## config.mk

```make
export PLATFORM = sky130hd
export DESIGN_NAME = max_search_ctrl
export DESIGN_NICKNAME = d
export VERILOG_FILES = /design/src/rtl/max_search_ctrl_pkg.sv /design/src/rtl/max_search_ctrl_step_counter.sv /design/src/rtl/max_search_ctrl.sv
export SDC_FILE = /design/constraint.sdc
export NUM_CORES = 1
export LEC_CHECK = 0
export CORE_AREA = 2 2 39 41
export DETAILED_ROUTE_END_ITERATION = 7
export DIE_AREA = 0 0 41 43
export GPL_TIMING_DRIVEN = 0
export PLACE_DENSITY = 0.48
export SYNTH_ARGS = -nofsm -noshare
export SYNTH_HDL_FRONTEND = slang
export SYNTH_SLANG_ARGS = --single-unit
```

## constraint.sdc

```tcl
create_clock -name clk -period 1.5 [get_ports clk]
set_input_delay 0.225 -clock clk [delete_from_list [all_inputs] [get_ports clk]]
set_output_delay 0.225 -clock clk [all_outputs]
set_load 0.02 [all_outputs]
```

## src/rtl/max_search_ctrl_pkg.sv

```systemverilog
// Shared types and default sizing for the max-search controller and its step counter.
package max_search_ctrl_pkg;

    localparam int N_OPS_DEF = 4;
    localparam int IDX_W_DEF = 2;

    typedef enum logic [1:0] {
        IDLE = 2'd0,
        INIT = 2'd1,
        SCAN = 2'd2,
        DONE = 2'd3
    } state_t;

endpackage

```

## src/rtl/max_search_ctrl_step_counter.sv

```systemverilog
// Operand step counter: cleared on rst or clr, counts while enabled and holds at N_OPS-1.
module max_search_ctrl_step_counter #(
    parameter int N_OPS = 4,
    parameter int IDX_W = 2
) (
    input  logic             clk,
    input  logic             rst,
    input  logic             clr,
    input  logic             en,
    output logic [IDX_W-1:0] count,
    output logic             tc
);

    assign tc = (count == IDX_W'(N_OPS - 1));

    // Saturating at the terminal count keeps sel from wrapping back to operand 0 within a scan.
    always_ff @(posedge clk) begin
        if (rst || clr) begin
            count <= '0;
        end else if (en && !tc) begin
            count <= count + 1'b1;
        end
    end

endmodule

```

## src/rtl/max_search_ctrl.sv

```systemverilog
// Controller that walks the shared compare datapath over N_OPS operands and tracks the winning index.
module max_search_ctrl
    import max_search_ctrl_pkg::*;
#(
    parameter int N_OPS = N_OPS_DEF,
    parameter int IDX_W = IDX_W_DEF
) (
    input  logic             clk,
    input  logic             rst,
    input  logic             start,
    input  logic             gt,
    output logic [IDX_W-1:0] sel,
    output logic             clr_best,
    output logic             ld_best,
    output logic [IDX_W-1:0] best_idx,
    output logic             busy,
    output logic             done
);

    state_t           state;
    state_t           state_next;
    logic [IDX_W-1:0] cnt;
    logic             cnt_tc;

    max_search_ctrl_step_counter #(
        .N_OPS (N_OPS),
        .IDX_W (IDX_W)
    ) u_step_counter (
        .clk   (clk),
        .rst   (rst),
        .clr   (state == INIT),
        .en    (state == SCAN),
        .count (cnt),
        .tc    (cnt_tc)
    );

    always_ff @(posedge clk) begin
        if (rst) begin
            state <= IDLE;
        end else begin
            state <= state_next;
        end
    end

    // Strict gt means a later equal operand never displaces the earlier index.
    always_ff @(posedge clk) begin
        if (rst || state == INIT) begin
            best_idx <= '0;
        end else if (state == SCAN && gt) begin
            best_idx <= cnt;
        end
    end

    always_comb begin
        state_next = state;
        sel        = '0;
        clr_best   = 1'b0;
        ld_best    = 1'b0;
        busy       = 1'b0;
        done       = 1'b0;
        case (state)
            IDLE: begin
                if (start) state_next = INIT;
            end
            INIT: begin
                clr_best   = 1'b1;
                busy       = 1'b1;
                state_next = SCAN;
            end
            SCAN: begin
                busy    = 1'b1;
                sel     = cnt;
                ld_best = gt;
                if (cnt_tc) state_next = DONE;
            end
            DONE: begin
                done = 1'b1;
                if (start) state_next = INIT;
            end
            default: state_next = IDLE;
        endcase
    end

endmodule

```

==> results of run 1 <==
## path summary, 6_finish.rpt
path / startpoint / to / slack, ns
setup / recovery: state[0] / sel[0] / 0.08
hold / removal: state[1] / state[1] / 0.51
setup reg to reg: state[0] / state[0] / 0.18
hold reg to reg: state[1] / state[1] / 0.51
## layout make-up
type	count	area [um^2]
clock buffers	3	22.5
fillers	152	903
inverters	5	18.8
multi-input cells	24	206
flip-flops and latches	6	123
well taps	16	20.0
repair buffers	11	90.1
## cell usage in the layout, fill, tap and decap left out, types with 2 or more instances in the layout
cell	Yosys	layout
sky130_fd_sc_hd__ha_1	5	4
sky130_fd_sc_hd__nor3_1	4	4
sky130_fd_sc_hd__dfxtp_2	0	2
sky130_fd_sc_hd__mux2i_1	3	3
sky130_fd_sc_hd__buf_2	0	4
sky130_fd_sc_hd__dfxtp_1	6	4
sky130_fd_sc_hd__clkbuf_4	0	3
sky130_fd_sc_hd__nor2_1	2	2
sky130_fd_sc_hd__inv_1	5	5
sky130_fd_sc_hd__clkdlybuf4s50_1	0	5
sky130_fd_sc_hd__and2_2	2	2
## critical path, cell delays in order (launching register included)
cell and delay [ns]:
sky130_fd_sc_hd__dfxtp_2 0.35, sky130_fd_sc_hd__inv_1 0.06, sky130_fd_sc_hd__ha_2 0.21, sky130_fd_sc_hd__and2_2 0.19
sky130_fd_sc_hd__buf_2 0.15
## sequential cells by signal (all words and copies together), names as in the netlist
| signal | count |
|---|---|
| best_idx | 2 |
| state | 2 |
| u_step_counter.count | 2 |
## power groups by stage
stage	clock, mW	sequential [mW]	combinational (mW)
after floorplan	0	0.231	0.329
after global placement	0	0.237	0.468
after detailed placement	0	0.242	0.482
after CTS	0.153	0.246	0.476
after global routing	0.160	0.254	0.494
final	0.143	0.244	0.446
## metal layers
layer  vias up  routed length, um
li1        144                  -
met1       112                276
met2        12                270
met3         0                 72
met4         0                  0
met5         -                  0
## logic make-up (layout without fill, tap and decap cells)
logic type      count (synthesis)  after routing  synth area share (%)
mux                             4              4                  13.2
fa+ha+maj                       5              5                  18.4
xor+xnor                        1              1                  2.57
compound gates                  3              3                  5.51
flops                           6              6                  35.3
buf+inv                         5             19                  5.52
simple gates                   11             11                  19.5
## repair_timing
item,in CTS,in global routing
gates resized for setup,22,2
endpoints found under the setup margin,6,2
buffers inserted,0,0
==> results.txt, run 1 <==
- Summing all placed instances gives a cell area of 470 um^2.
- In the synthesized netlist the dominant register cell turns out to be sky130_fd_sc_hd__dfxtp_1.
- TritonCTS built the clock tree.
* Clock Tree Buf Depth: 2
- The flow ran to the end, and the final reports show no timing, DRC or antenna violations.
- Met1 capacity usage during global routing: 9.65%
- CTS Hold Buffers Added: 0
- STA classifies the critical path startpoint as a flip-flop.
* Leakage: 0.241 nW
* Average wire per standard cell: 9.52 um
- The worst-case IR drop observed on VDD is 655 uV.
- After the first detailed-routing iteration, the DRC count stood at 2.
- Once layout is complete, the utilization of the core stands at 34.7%.
- Wire length of the first global-routing pass: 979 um
- Net switching is 39.3% of the power.
- The analysis attributes to net switching a power of 328 uW.
- Entering global routing, the biggest net connects 8 pins.
- Synth cell types: 15
- Setup repair after global routing missed its margin: no
- The repair_antennas step left the layout with diodes totalling 0.
- The clock period could shrink to 1.42 ns.
- Global routing used 8.84% of the available tracks across all layers.
- For this run, global-route usage on met2 was measured as 11.3%.
- By startpoint and endpoint, the worst setup path is classified as reg -> out.
- Clk slew on worst S/H paths: 0.04 ns
- Excluding fillers, the count of instances in the completed layout stands at 65.
* Clk_skew: 0.00125 ns
* Portion of total power attributed to sequential cells: 29.3%
- Skew-Pair Late Insertion Delay: 0.24 ns
* Share of synthesized registers carrying an async set or reset: 0%
- The min-delay analysis places its worst path in the category reg -> reg.
* Syn. warnings: 0
- Number of vias after detailed routing: 268
- Counting every sink on the clock net gives 6.
* Starting Density: 24.6%
- Max-Slew Margin vs Limit: 84.1%
- The finished cells cover 480 um^2.
* Power per cell area: 1730 mW/mm^2
- From bottom edge to top edge, the die measures 43 um.
- Remaining routing DRC violations: 0
- Required time reported for the critical path endpoint: 1.27 ns
* GR Overflow Total: 0
- Cell count after synthesis: 35
- For met3 alone, demand over resource in global routing was 3.66%.
* Worst Setup End Kind: output pin
- Max-Cap Viols: 0
- Compared with the post-synthesis result, the final layout area differs by 41.2%.
- Among all cell types in the netlist, the one instantiated most often is sky130_fd_sc_hd__dfxtp_1.
- Post-synth top area share: 35.3%
* Routing layer with the top usage in global route: met2
- Number of cells on the worst reg-to-reg path: 5
- Of the available clock period, the critical path in the final layout requires 94.5%.
* Post-Synthesis Net Count: 44
- Combinational share of power: 53.5%
- HPWL after DPL: 504 um
- Post-synthesis cell type with the largest combined area: sky130_fd_sc_hd__dfxtp_1
- Of all nets on the critical path, the largest fanout is 4.
- Along the worst hold path, the cell count comes to 2.
* Placement-stage worst setup slack: -0.168 ns
* Quantity of I/O buffers inserted on ports: 11
- Dividing the synthesized area by the synthesized cell count gives 9.72 um^2.
- Total CTS buffers: 3
- Portion of total power attributed to the clock network: 17.2%
- The routed design has 619 um of wire.
* Via count normalized by instance count: 4.12
- The number of failing hold endpoints at the final stage came to 0.
- Antenna Nets Post-Route: 0
* Fraction of layout cells with a size suffix above 1: 36.7%
- In this run the core area contains 14 standard-cell rows.
- Total negative slack for setup checks: 0 ns
- Die width: 41 um
- Synthesis inferred 6 register bits.
* Critical path data arrival time: 1.19 ns
- The initial antenna violation count was 0.
- In this run the number of H-tree levels came out at 1.
- Cell-internal power: 505 uW
* Final Total Pwr: 833 uW
- After synthesis, the cell types taking the most area are sky130_fd_sc_hd__dfxtp_1 (35%), sky130_fd_sc_hd__ha_1 (18%), sky130_fd_sc_hd__mux2i_1 (8.8%), sky130_fd_sc_hd__nor3_1 (5.9%), sky130_fd_sc_hd__inv_1 (5.5%).
- Clock root buffer master: sky130_fd_sc_hd__clkbuf_4
- Including well taps, the total number of placed cells is 62.
- The share of the Yosys chip area taken by registers is 35.3%.
- Pins Over Slew Limit: 0
* Die Area: 0.00176 mm^2
- IO Pins: 12
- At the pin with the least slew margin, the transition time is 0.238 ns.
- By count the netlist is led by sky130_fd_sc_hd__dfxtp_1 (6), sky130_fd_sc_hd__ha_1 (5), sky130_fd_sc_hd__inv_1 (5), sky130_fd_sc_hd__nor3_1 (4), sky130_fd_sc_hd__mux2i_1 (3).
- The first detailed-routing pass ran for 2 iterations.
* Post-synthesis instance area: 340 um^2
- The congestion estimate from routability-driven global placement came to 0.626.
- Final net count: 60
- Yosys mapped a number of flops with a built-in enable equal to 0.
- Worst setup slack after layout: 0.0821 ns
- Placeable core region: 0.00138 mm^2
- Setup violators final: 0
- Worst hold slack after final layout: 0.510 ns
* Vias in the first global route: 242
* Max Fclk: 705 MHz
Note: power is estimated with default switching activity, not from simulation.
==> run 2: changes to the inputs <==
--- a/config.mk
+++ b/config.mk
@@ -6,6 +6,7 @@
 export NUM_CORES = 1
 export LEC_CHECK = 0
 export CORE_AREA = 2 2 39 41
+export CTS_CLUSTER_SIZE = 28
 export DETAILED_ROUTE_END_ITERATION = 7
 export DIE_AREA = 0 0 41 43
 export GPL_TIMING_DRIVEN = 0
==> results of run 2 <==
Final layout, timing and power as in run 1 (identical DEF).
==> run 3: changes to the inputs <==
--- a/config.mk
+++ b/config.mk
@@ -5,6 +5,7 @@
 export SDC_FILE = /design/constraint.sdc
 export NUM_CORES = 1
 export LEC_CHECK = 0
+export CAP_MARGIN = 20
 export CORE_AREA = 2 2 39 41
 export CTS_CLUSTER_SIZE = 28
 export DETAILED_ROUTE_END_ITERATION = 7
==> results of run 3 <==
Final layout, timing and power as in run 1 (identical DEF).
